**config.mk**
```make
export PLATFORM = sky130hd
export DESIGN_NAME = conv_asd
export DESIGN_NICKNAME = d
export VERILOG_FILES = /design/src/rtl/conv_asd_pkg.sv /design/src/rtl/conv_asd_ctrl.sv /design/src/rtl/conv_asd.sv
export SDC_FILE = /design/constraint.sdc
export NUM_CORES = 1
export LEC_CHECK = 0
export ABC_CLOCK_PERIOD_IN_PS = 1900
export CORE_ASPECT_RATIO = 0.7
export CORE_UTILIZATION = 30
export DETAILED_ROUTE_END_ITERATION = 12
export PLACE_DENSITY = 0.57
export SLEW_MARGIN = 10
export SYNTH_ARGS = -nofsm -noshare
export SYNTH_HDL_FRONTEND = slang
export SYNTH_HIERARCHICAL = 1
export SYNTH_SLANG_ARGS = --single-unit
```
**constraint.sdc**
```tcl
create_clock -name clk -period 1.9 [get_ports clk]
set_input_delay 0.38 -clock clk [delete_from_list [all_inputs] [get_ports clk]]
set_output_delay 0.38 -clock clk [all_outputs]
set_load 0.01 [all_outputs]
```
**src/rtl/conv_asd_pkg.sv**
```systemverilog
// Shared types and constants for the CSD digit scanner: FSM states, the
// controller strobe bundle and the state-to-strobe decode.
package conv_asd_pkg;

  localparam int DEPTH = 16;
  localparam int DW    = 8;
  localparam int KW    = 4;
  localparam int CW    = 5;

  typedef enum logic [2:0] {
    ST_IDLE,
    ST_INIT,
    ST_READ,
    ST_CHECK,
    ST_SAVE,
    ST_NEXT,
    ST_DONE
  } state_t;

  typedef struct packed {
    logic load;
    logic re_csd;
    logic enable;
    logic en_cnt;
    logic load_cnt;
    logic re_k;
    logic we_k;
    logic k_sel;
    logic sel_save_k;
    logic done;
  } strobes_t;

  // Moore decode: every strobe is a pure function of the state it belongs to.
  function automatic strobes_t decode_state(input state_t s);
    strobes_t st;
    st = '0;
    case (s)
      ST_INIT: begin
        st.load     = 1'b1;
        st.load_cnt = 1'b1;
      end
      ST_READ: st.re_csd = 1'b1;
      ST_SAVE: begin
        st.we_k       = 1'b1;
        st.sel_save_k = 1'b1;
        st.en_cnt     = 1'b1;
      end
      ST_NEXT: st.enable = 1'b1;
      ST_DONE: begin
        st.done  = 1'b1;
        st.re_k  = 1'b1;
        st.k_sel = 1'b1;
      end
      default: st = '0;
    endcase
    return st;
  endfunction

endpackage

```
**src/rtl/conv_asd_ctrl.sv**
```systemverilog
// Scan controller: walks every digit once, detours through SAVE for nonzero
// digits, and waits in DONE until start is released.
module conv_asd_ctrl
  import conv_asd_pkg::*;
(
  input  logic     clk,
  input  logic     reset,
  input  logic     start,
  input  logic     zi,
  input  logic     zcsd,
  output state_t   state,
  output strobes_t strobes
);

  function automatic state_t next_state(input state_t s, input logic go,
                                        input logic last, input logic zero);
    state_t n;
    n = s;
    case (s)
      ST_IDLE:  n = go ? ST_INIT : ST_IDLE;
      ST_INIT:  n = ST_READ;
      ST_READ:  n = ST_CHECK;
      ST_CHECK: n = zero ? ST_NEXT : ST_SAVE;
      ST_SAVE:  n = ST_NEXT;
      ST_NEXT:  n = last ? ST_DONE : ST_READ;
      ST_DONE:  n = go ? ST_DONE : ST_IDLE;
      default:  n = ST_IDLE;
    endcase
    return n;
  endfunction

  // Strobes are registered alongside the state so they always match it.
  always_ff @(posedge clk) begin
    if (reset) begin
      state   <= ST_IDLE;
      strobes <= '0;
    end else begin
      state   <= next_state(state, start, zi, zcsd);
      strobes <= decode_state(next_state(state, start, zi, zcsd));
    end
  end

endmodule

```
**src/rtl/conv_asd.sv**
```systemverilog
// CSD digit scanner: records the indices of nonzero digits of a 16-entry
// digit memory into the K memory in ascending order.
module conv_asd
  import conv_asd_pkg::*;
(
  input  logic          clk,
  input  logic          reset,
  input  logic          start,
  input  logic          weCsd,
  input  logic [KW-1:0] address,
  input  logic [DW-1:0] dataIn,
  input  logic          Zk,
  input  logic          ZCsdK,
  output logic [DW-1:0] dataOut,
  output logic [KW-1:0] dataOutK,
  output logic          Zi,
  output logic          Zcsd,
  output logic          Zcnt,
  output logic          done,
  output logic          Load,
  output logic          reCsd,
  output logic          enable,
  output logic          enCnt,
  output logic          loadCnt,
  output logic          reK,
  output logic          weK,
  output logic          kSel,
  output logic          selSaveK,
  output logic [KW-1:0] sel_i
);

  state_t        state;
  strobes_t      strobes;
  logic [DW-1:0] digit_mem [DEPTH];
  logic [KW-1:0] k_mem     [DEPTH];
  logic [KW-1:0] idx;
  logic [CW-1:0] cnt;
  logic [DW-1:0] data_reg;
  logic [KW-1:0] k_wdata;
  logic          host_write;
  logic          unused_status;

  // Reserved status inputs are accepted but intentionally ignored.
  assign unused_status = ^{Zk, ZCsdK};

  conv_asd_ctrl u_ctrl (
    .clk     (clk),
    .reset   (reset),
    .start   (start),
    .zi      (Zi),
    .zcsd    (Zcsd),
    .state   (state),
    .strobes (strobes)
  );

  assign host_write = weCsd && ((state == ST_IDLE) || (state == ST_DONE));
  assign k_wdata    = strobes.sel_save_k ? idx : address;

  always_ff @(posedge clk) begin
    if (reset) begin
      idx      <= '0;
      cnt      <= '0;
      data_reg <= '0;
    end else begin
      if (strobes.load)
        idx <= '0;
      else if (strobes.enable)
        idx <= idx + 1'b1;

      if (strobes.load_cnt)
        cnt <= '0;
      else if (strobes.en_cnt)
        cnt <= cnt + 1'b1;

      if (strobes.re_csd)
        data_reg <= digit_mem[idx];
    end
  end

  // Both memories are cleared by reset so a fresh scan never sees stale data.
  always_ff @(posedge clk) begin
    if (reset) begin
      for (int a = 0; a < DEPTH; a++) begin
        digit_mem[a] <= '0;
        k_mem[a]     <= '0;
      end
    end else begin
      if (host_write)
        digit_mem[address] <= dataIn;
      if (strobes.we_k)
        k_mem[cnt[KW-1:0]] <= k_wdata;
    end
  end

  assign dataOutK = strobes.k_sel ? k_mem[address] : k_mem[cnt[KW-1:0]];
  assign dataOut  = data_reg;
  assign sel_i    = idx;
  assign Zi       = (idx == KW'(DEPTH - 1));
  assign Zcsd     = (data_reg == '0);
  assign Zcnt     = (cnt == '0);

  assign done     = strobes.done;
  assign Load     = strobes.load;
  assign reCsd    = strobes.re_csd;
  assign enable   = strobes.enable;
  assign enCnt    = strobes.en_cnt;
  assign loadCnt  = strobes.load_cnt;
  assign reK      = strobes.re_k;
  assign weK      = strobes.we_k;
  assign kSel     = strobes.k_sel;
  assign selSaveK = strobes.sel_save_k;

endmodule

```
==> run summary <==
For this run, the register share of the synthesized area comes to 0.577. The clock-pin slew reported for the worst setup and hold paths after clock tree synthesis came out at about 0.060 ns. The effective utilization at floorplan is 0.306. The clock period minus final worst setup slack came out at about 2.5 ns. The routed length on met3 came out at just under 2000 um. The insertion delay of the later-clocked pin in the worst-skew pair came out at approximately 0.52 ns. The final setup violation count came out at 5. At the pin with the least slew margin, the transition time is between 0.5 and 0.6 ns. The endpoint class of the critical path is an output port. During placement, the flow inserted port buffers numbering between 40 and 50. By area, the combinational part of the netlist is dominated by simple AND/OR/NAND/NOR gates. The pin count of the biggest net entering global routing came out at 27. The count of maximum capacitance violations is 0. The sequential share of power came out at 0.473.

The final count of pins violating max slew is 0. In the routed design, unresolved DRC markers number 0. The detailed-router iteration count before antenna repair is 5.

The residual overflow from global routing came out at 0. In the finished design, the share of the clock period the worst path needs comes to 1.31. The min-delay analysis places its worst path in the category input pin to flip-flop. The count of nets left with antenna violations once routing finished came out at 0. The unique cell type count in the Yosys netlist is between 50 and 60. The simple-gate portion of the synthesized area is 0.200. The data required time at the worst endpoint came out at between 1.5 and 2 ns. The HPWL reported at the end of detailed placement is 22200 um. The checks that failed: negative setup slack.

The mean number of vias per cell is ~4.9. The flop and latch count out of synthesis is 221. In this run the vertical extent of the chip is about 160 um. The worst path setup slack after routing came out at -0.586 ns. The internal portion of the total power is ~9 mW. The synthesized instance count is 890. The antenna diode instance count came out at 0. During I/O placement, the number of pins put on the boundary was 47.

The detailed-routing wirelength on met1 is approximately 16000 um. The clock tree from TritonCTS is built. The CTS buffer count is 24. The maximum clock insertion buffer count is 3. The signal arrival time at the worst endpoint came out at 2.11 ns. The prevailing post-synth register cell is edfxtp_1. The kind of start point of the critical path is a flip-flop. Setup repair after global routing could not meet its margin everywhere. After synthesis, the mean cell area works out to 12.4 sq um. The number of antenna violations at the first check in global routing came out at 0. The number of warnings reported in the yosys synthesis log is 6. Of the post-synthesis cell area, the dominant cell type holds 0.524. The clock tree skew after final layout is around 0.0076 ns. The commonest cells after synthesis are 192 x edfxtp_1, 133 x and2_1, 84 x mux2i_1. The met2 wire length came out at ~13000 um. At the end of the flow, the number of nets in the layout was ~1100. The mapped netlist covers 0.0110 sq mm. Row generation in the floorplan step produced between 50 and 60 rows. The most common cell in the netlist is edfxtp_1. The share of synthesized cell area in full adder, half adder and majority cells came out at 0.00569. Synthesis produced a netlist with a net count of ~910.

In the final routed layout, each cell accounts on average for 20.2 um. The root buffer cell chosen for the clock tree is clkbuf_16. The overall power after layout came out at roughly 12 mW. Routed signal wires occupy layers up through met4. The share of total power dissipated in combinational logic is 0.094. The area fraction in compound gates after synthesis came out at 0.0596. In the final layout, the share of cells above drive strength 1 is 0.327.

At the end of routability-driven placement, the weighted congestion stood at roughly 0.9. Including well taps, the total number of placed cells is about 1500. The critical path class is flip-flop to output port.

Counting flops with an async set or reset pin after synthesis yields a share of 0. The first global-routing pass estimated approximately 48000 um of wire. The fmax is approximately 400 MHz. The core footprint is 0.0360 sq mm.

The clock sink count is 221. The maximum vdd ir drop is 530 uV. The share of total power dissipated in the clock network is 0.434. After the flow finishes, the layout carries non-filler instances totaling between 1500 and 2000.

Summed over all instances, the cell type with the most area after synthesis is edfxtp_1. The layout filler cell count came out at roughly 3400. Sorting the synthesized cells by area gives the leading types as edfxtp_1 52%, mux2i_1 7.6%, and2_1 7.6%, dfxtp_1 5.3%, nor2_1 2.5%. The flow ran to the end, but the final reports show violations. The standby leakage power came out at ~5.6 nW.

The horizontal die dimension came out at about 230 um. The area growth from synthesis to layout is 33.1%. The total detailed-routing wirelength is roughly 32000 um. The number of violations reported at the end of detailed-routing iteration 0 came out at 630. The highest fanout seen on the critical path is 6.

Power spread over the standard cell area amounts to between 700 and 800 mW/mm^2. The switching portion of total power is 0.229. The headroom to the max-slew limit is 0.625. The number of global-route vias before repair came out at 7600.

The global-route usage over all layers came out at 0.171. The xor and xnor area share after synthesis is 0.00637. The post-placement setup slack came out at -0.894 ns.

The number of enable flip-flop cells after synthesis came out at ~190. The multiplexer area fraction after synthesis came out at 0.118. The number of vias in the routed layout is 7703. The die covers between 0.03 and 0.04 sq mm. CTS built an H-tree with a depth of 1.

The net switching power is 2.68 mW. The final-report hold violation count is 0.
[path summary, 6_finish.rpt]
kind                        start               to  slack, ns  cells after the start
hold reg to reg        dataOut[0]       dataOut[0]       0.59                      3
setup reg to reg  u_ctrl/state[2]  digit_mem[3][7]       0.01                      7
setup / recovery        flip-flop      dataOutK[3]      -0.59                      7
hold / removal              reset  u_ctrl/state[1]       0.55                      4
[registers in the layout, summed over array words and instances (netlist names), named ones only]
name and cells:
u_ctrl/state 3, dataOut 8, cnt 5, digit_mem 128, u_ctrl/strobes 5, k_mem 64, sel_i 4
[kinds of logic (layout without fill, tap and decap cells)]
logic type	Yosys count	in the layout
simple gates	383	383
fa+ha+maj	5	5
compound gates	93	93
mux	116	116
flops	221	221
buf+inv	64	279
xor+xnor	8	8
[cell usage in the layout (no fill, tap or decap), types with 17 or more instances in the layout]
| master | count |
|---|---|
| nand2b_1 | 19 |
| nor2b_1 | 21 |
| clkbuf_16 | 25 |
| nor2_4 | 17 |
| buf_6 | 24 |
| nand2_1 | 39 |
| and2_1 | 133 |
| nand3_1 | 20 |
| mux2i_1 | 84 |
| buf_4 | 143 |
| edfxtp_1 | 192 |
| nor2_1 | 72 |
[per-stage QoR]
step / hold WS, ns / TNS (ns) / cell area (sq um) / util
2_1_floorplan: 0.449 / 0 / 11000 / -
6_report: 0.547 / -2.22 / 14600 / 0.407
4_1_cts: 0.511 / -2.60 / 14400 / 0.400
3_3_place_gp: 0.547 / -76.97 / 13100 / 0.365
5_1_grt: 0.573 / -3.31 / 14600 / 0.407
3_5_place_dp: 0.552 / -76.46 / 13100 / 0.365
[layout make-up]
type,instances,area [sq um],area share
Timing Repair Buffer,228,2140,0.146
Multi-Input combinational cell,605,4640,0.317
Clock buffer,29,671,0.0458
Inverter,7,26.3,0.00179
Sequential cell,221,6380,0.435
Tap cell,480,601,0.0410
Clock inverter,15,195,0.0133
[critical path: stages (launching register included)]
cell and delay [ns]:
dfxtp_4 0.39, buf_16 0.15, buf_6 0.14, a2111oi_4 0.33, nor3_2 0.10, a22oi_1 0.22, nand3_1 0.11, buf_2 0.15
[power groups by stage]
stage	clock network, mW	logic [mW]	registers [mW]
after detailed placement	0	0.991	5.63
after floorplan	0	0.481	5.60
after CTS	5.16	1.06	5.53
after global placement	0	0.979	5.63
final	5.08	1.10	5.53
after global routing	5.36	1.17	5.55
[what timing repair did]
item | 4_1_cts | 5_1_grt
endpoints found under the setup margin | 24 | 149
gates cloned | 5 | 0
setup buffers | 8 | 7
resized for setup | 101 | 78
pin swaps | 16 | 27
hold buffers | 0 | 0
[routing by layer]
| layer | up-vias | track usage |
|---|---|---|
| met4 | 0 | 0.0268 |
| met2 | 225 | 0.241 |
| met3 | 33 | 0.0298 |
| met5 | - | 0 |
| li1 | 3626 | - |
| met1 | 3819 | 0.272 |
No activity file was read; power rests on OpenSTA's default activity.
==> variant 1 (same settings) <==
Set the package constant `DW` to 6 (it was 8).
--- a/src/rtl/conv_asd_pkg.sv
+++ b/src/rtl/conv_asd_pkg.sv
@@ -5,3 +5,3 @@
   localparam int DEPTH = 16;
-  localparam int DW    = 8;
+  localparam int DW    = 6;
   localparam int KW    = 4;
Ports: changed (resized dataIn and dataOut); port bits go from 47 to 43. The function was not compared with the original's and may differ.
==> variant 1 against the original RTL <==
- critical endpoint unchanged
- clock skew increased by 1.0 ps
- highest routed layer unchanged
- sequential share of layout area increased by 0.52 points
- die area decreased by 15%
- sequential cell count decreased by 34
- synthesized area decreased by 15%
- routed wire length decreased by 17%
- the flow still finishes with violations (negative setup slack)
- setup slack improved by 28 ps
- critical path type unchanged
- non-clock buffer count decreased by 46
- total power decreased by 19%
- design area decreased by 17%
==> variant 1: results (changes against the original RTL) <==
[status]
run_status = finished, violations left  ; unchanged
violations = negative setup slack  ; unchanged

[cts]
cts.path.max_buffers = 2  ; was 3
cts_made_buffers = 17  ; was 24
clk-insertion-delay-late_ps = 430  ; was 520 ps
ctsHtreeMaxLevel = 4  ; was 1

[route]
drt-wirelength-per-cell_um = 19.32  ; was 20.23 um
drt_first_iter_violations = 600  ; was 630
routed-via-count = 6787  ; was 7,703

[global_route]
global_route.usage.met2_pct = 23.25  ; was 24.08%
grt_util_met3_pct = 3.190  ; was 2.985%
grt_use_total_pct = 17.24  ; was 17.11%
met1_usage_pct = 27.40  ; was 27.24%

[cells_and_area]
layout.buffer.nonclock.area_share_pct = 13.48  ; was 14.62%
final_area_sq_mm = 0.01218  ; was 0.01465 sq mm
clockNetworkAreaShare_pct = 5.302  ; was 5.911%
flops_and_latches = 187  ; was 221
inv_count = 6  ; was 7
multi_input_cells = 557  ; was 605
seq_area_share_pct = 44.05  ; was 43.53%
num-nonclk-buffers = 182  ; was 228
fill_cells = 2953  ; was 3,377
layout.nets = 972  ; was 1,110
clkbuf_count = 18  ; was 29
multi_input_area_sq_mm = 0.003988  ; was 0.004637 sq mm
drive_above_1_share_pct = 28.22  ; was 32.67%
instances_no_fill = 1376  ; was 1,585

[place]
port-buffer-count = 40  ; was 44
gp_congestion = 0.8715  ; was 0.8971
pre_cts_slack_ps = -908.1  ; was -894.1 ps

[die]
well_tap_count = 412  ; was 480

[synth]
synthXorXnorAreaFrac_pct = 0.7473  ; was 0.6369%
syn-instance-count = 801  ; was 890
post_synth_main_area_contributors = edfxtp_1, mux2i_1, and2_1  ; unchanged
yosysUniqueCellTypes = 52  ; was 54
adder_cell_share_of_the_synthesized_area_pct = 0.6672  ; was 0.5686%
synth_edf_count = 160  ; was 192
postSynthNetCount = 822  ; was 913
synth.top_cells.by_count = edfxtp_1, and2_1, mux2i_1  ; unchanged

[critical_path]
crit_path_max_fanout = 8  ; was 6
worst-endpoint-arrival_ps = 2080  ; was 2110 ps

[power_and_ir_drop]
vdd_ir_drop_max_mv = 0.8103  ; was 0.5298 mV
power.combinational.fraction_pct = 8.9  ; was 9.4%
switch_pwr_mw = 2.154  ; was 2.680 mW
leakagePower_nw = 4.649  ; was 5.552 nW

[worst_hold_path]
min_path_type = flip-flop to flip-flop  ; was input pin to flip-flop

[timing]
finalSetupViolations = 5  ; unchanged
fin_worst_skew_ps = 8.692  ; was 7.643 ps
setup_slack_ps = -557.4  ; was -585.6 ps

## variant 1: changes by cell type in the layout (fill, tap and decap cells not counted), sizes merged, moves of 10 or more
| cell | unedited run | this run |
|---|---|---|
| and3 | 1 | 14 |
| clkbuf | 29 | 19 |
| mux2 | 22 | 12 |
| nor2 | 90 | 80 |
| nand2 | 39 | 49 |
| edfxtp | 192 | 160 |
| and2 | 133 | 90 |
| buf | 190 | 147 |
| nand3 | 21 | 33 |
| dlygate4sd2 | 16 | 5 |
## variant 1: layer usage
metal | vias to the layer above | routed length, um
met1 | 3347 | 13690
met4 | 0 | 344
met5 | - | 0
met3 | 25 | 1746
li1 | 3194 | -
met2 | 221 | 10800
## variant 1: kinds of logic (layout without fill, tap and decap cells)
logic type,Yosys count,after routing
multiplexers,96,96
buffers and inverters,57,220
adder cells (fa/ha/maj),5,5
XOR/XNOR,8,8
AO/OA/AOI/OAI,76,76
flip-flops,187,187
AND/OR/NAND/NOR,372,372
## variant 1: worst max-delay path, delay by kind of cell (launching register included)
| family | cells | cell delay (ps) |
|---|---|---|
| buf+inv | 3 | 430 |
| simple gates | 3 | 260 |
| flops | 1 | 400 |
| compound gates | 2 | 550 |
## variant 1: what timing repair did
action,CTS,global route
pin swaps,19,9
setup endpoints to repair,54,70
setup buffers,6,2
cloned,2,1
resized for setup,85,38
## variant 1: final timing paths
| check | end | slack, ps | cells after the start |
|---|---|---|---|
| worst max-delay path | dataOutK[3] | -560 | 8 |
| worst max register to register | u_ctrl/strobes[5] | 100 | 7 |
| worst min-delay path | dataOut[1] | 520 | 2 |
| worst min register to register | dataOut[1] | 520 | 2 |
==> variant 2 (same settings) <==
Made on the original files. Add an input register stage for `start`, `weCsd`, `address`, `dataIn`, `Zk` and `ZCsdK`, with the module's reset; this delays them by one clock.
--- a/src/rtl/conv_asd.sv
+++ b/src/rtl/conv_asd.sv
@@ -31,2 +31,27 @@
 
+  logic start_q;
+  logic weCsd_q;
+  logic [KW-1:0] address_q;
+  logic [DW-1:0] dataIn_q;
+  logic Zk_q;
+  logic ZCsdK_q;
+
+  always_ff @(posedge clk) begin
+    if (reset) begin
+      start_q   <= '0;
+      weCsd_q   <= '0;
+      address_q <= '0;
+      dataIn_q  <= '0;
+      Zk_q      <= '0;
+      ZCsdK_q   <= '0;
+    end else begin
+      start_q   <= start;
+      weCsd_q   <= weCsd;
+      address_q <= address;
+      dataIn_q  <= dataIn;
+      Zk_q      <= Zk;
+      ZCsdK_q   <= ZCsdK;
+    end
+  end
+
   state_t        state;
@@ -43,3 +68,3 @@
   // Reserved status inputs are accepted but intentionally ignored.
-  assign unused_status = ^{Zk, ZCsdK};
+  assign unused_status = ^{Zk_q, ZCsdK_q};
 
@@ -48,3 +73,3 @@
     .reset   (reset),
-    .start   (start),
+    .start   (start_q),
     .zi      (Zi),
@@ -55,4 +80,4 @@
 
-  assign host_write = weCsd && ((state == ST_IDLE) || (state == ST_DONE));
-  assign k_wdata    = strobes.sel_save_k ? idx : address;
+  assign host_write = weCsd_q && ((state == ST_IDLE) || (state == ST_DONE));
+  assign k_wdata    = strobes.sel_save_k ? idx : address_q;
 
@@ -88,3 +113,3 @@
       if (host_write)
-        digit_mem[address] <= dataIn;
+        digit_mem[address_q] <= dataIn_q;
       if (strobes.we_k)
@@ -94,3 +119,3 @@
 
-  assign dataOutK = strobes.k_sel ? k_mem[address] : k_mem[cnt[KW-1:0]];
+  assign dataOutK = strobes.k_sel ? k_mem[address_q] : k_mem[cnt[KW-1:0]];
   assign dataOut  = data_reg;
Formal check against the unedited RTL: not equivalent (a bounded check fails within 4 cycles, from zero or initial values and one cycle with reset high).
==> variant 2 against the original RTL <==
- the run still ends with negative setup slack left
- sequential cell count grew 14
- synthesized area is 1.8% higher
- setup slack better by 16 ps
- total power rose by 2.8%
- core utilization rose by 0.29 points
- routed wire length decreased by 4.0%
- via count down 0.55%
- synthesized cell count is 0.67% higher
- critical path depth unchanged
- design area grew 1.7%
- worst hold slack got worse by 320 ps
- largest power group unchanged
==> variant 2: results (changes against the original RTL) <==
[synth]
syn-instance-count = 896  ; was 890
synth_compound_gate_area_share_pct = 4.917  ; was 5.959%
muxShareOfSynthArea_pct = 12.53  ; was 11.78%
adder_cell_share_of_the_synthesized_area_pct = 0.5588  ; was 0.5686%
synthXorXnorAreaFrac_pct = 0.6258  ; was 0.6369%
post_synth_main_area_contributors = edfxtp_1, dfxtp_1, and2_1  ; was edfxtp_1, mux2i_1, and2_1
postSynthNetCount = 919  ; was 913
synth_edf_count = 192  ; unchanged
yosysUniqueCellTypes = 46  ; was 54
synth.top_cells.by_count = edfxtp_1, and2_1, nor2_1  ; was edfxtp_1, and2_1, mux2i_1

[global_route]
grt_max_degree = 24  ; was 27
grt_pass1_vias = 7370  ; was 7,600
met1_usage_pct = 24.57  ; was 27.24%
global_route.usage.met2_pct = 22.59  ; was 24.08%
grt_use_total_pct = 16.08  ; was 17.11%
grt_util_met3_pct = 3.160  ; was 2.985%
grt_pass1_wl_um = 45690  ; was 47,720 um

[timing]
worst_hold_slack_across_all_endpoints_ps = 222.8  ; was 546.6 ps
fin_worst_skew_ps = 7.429  ; was 7.643 ps
worst_pin_slew_ps = 991.1  ; was 560.4 ps
setup_slack_ps = -569.8  ; was -585.6 ps
final.setup.tns_ps = -2430  ; was -2223 ps
finalSetupViolations = 5  ; unchanged

[route]
wl_met1_um = 15380  ; was 16,430 um
vias_per_cell = 4.843  ; was 4.860
wl_met3_um = 1967  ; was 1951 um
finalWirelength_um = 30770  ; was 32,060 um
dr_wl_met2_um = 12600  ; was 13,270 um
drt_first_iter_violations = 736  ; was 630
drt-wirelength-per-cell_um = 19.45  ; was 20.23 um

[cells_and_area]
multi_input_area_sq_mm = 0.004604  ; was 0.004637 sq mm
drive_above_1_share_pct = 32.94  ; was 32.67%
fill_cells = 3328  ; was 3,377
layout.nets = 1105  ; was 1,110

[place]
gp_congestion = 0.9525  ; was 0.8971
pre_cts_slack_ps = -401.6  ; was -894.1 ps
place.detailed.instances = 1519  ; was 1,528
placement.cell_area_sq_mm = 0.01335  ; was 0.01314 sq mm
hpwlAfterDp_um = 21650  ; was 22,190 um

[worst_hold_path]
min_to = start_q  ; was u_ctrl/state[1]
hold_depth = 3  ; was 4

[critical_path]
worst-endpoint-arrival_ps = 2090  ; was 2110 ps
rr_endpoint = digit_mem[3][4]  ; was digit_mem[3][7]

[cts]
cts_made_buffers = 26  ; was 24

[status]
violations = negative setup slack  ; unchanged
run_status = finished, violations left  ; unchanged

[power_and_ir_drop]
leakagePower_nw = 5.696  ; was 5.552 nW
switch_pwr_mw = 2.576  ; was 2.680 mW
vdd_ir_drop_max_mv = 0.5134  ; was 0.5298 mV

==> variant 2: worst max-delay path by stage <==
stage                   to  slack [ps]  cells after the start
2_1_floorplan   dataOut[4]          50                      4
3_3_place_gp   dataOutK[2]        -400                      6
3_5_place_dp   dataOutK[0]        -400                      7
4_1_cts        dataOutK[0]        -580                      7
5_1_grt        dataOutK[0]        -630                      7
6_report       dataOutK[0]        -570                      7
==> variant 2: critical path, delay by kind of cell, from the launching register on <==
family / cells / cell delay, ps
and+or+nand+nor: 2 / 180
AOI/OAI and AO/OA: 2 / 360
buffers and inverters: 2 / 280
muxes: 1 / 330
DFF: 1 / 410
==> variant 2: layout make-up <==
type	instances	share of cell area, %
clock buffers	39	5.375
clock inverters	9	0.8314
inverters	5	0.1260
multi-input cells	600	30.90
flip-flops and latches	235	44.71
well taps	480	4.031
repair buffers	214	14.02
==> variant 2: cells by family (layout without fill, tap and decap cells) <==
family | after synthesis | in the layout
mux | 110 | 110
xor+xnor | 8 | 8
buf+inv | 61 | 267
simple gates | 402 | 402
fa+ha+maj | 5 | 5
compound gates | 75 | 75
flops | 235 | 235
==> variant 2: repair_timing <==
item | CTS | global route
endpoints found under the hold margin | 0 | 0
pin swaps | 10 | 19
gates cloned | 3 | 2
resized for setup | 102 | 84
setup endpoints to repair | 36 | 84
buffers inserted | 5 | 5
hold buffers | 0 | 0
==> variant 2: power groups by stage <==
| stage | registers (mW) | logic (mW) | clock network, mW |
|---|---|---|---|
| after floorplan | 5.89 | 0.397 | 0 |
| after global placement | 5.96 | 0.776 | 0 |
| after detailed placement | 5.96 | 0.781 | 0 |
| after CTS | 5.86 | 0.807 | 5.41 |
| after global routing | 5.88 | 0.913 | 5.60 |
| final | 5.86 | 0.860 | 5.31 |
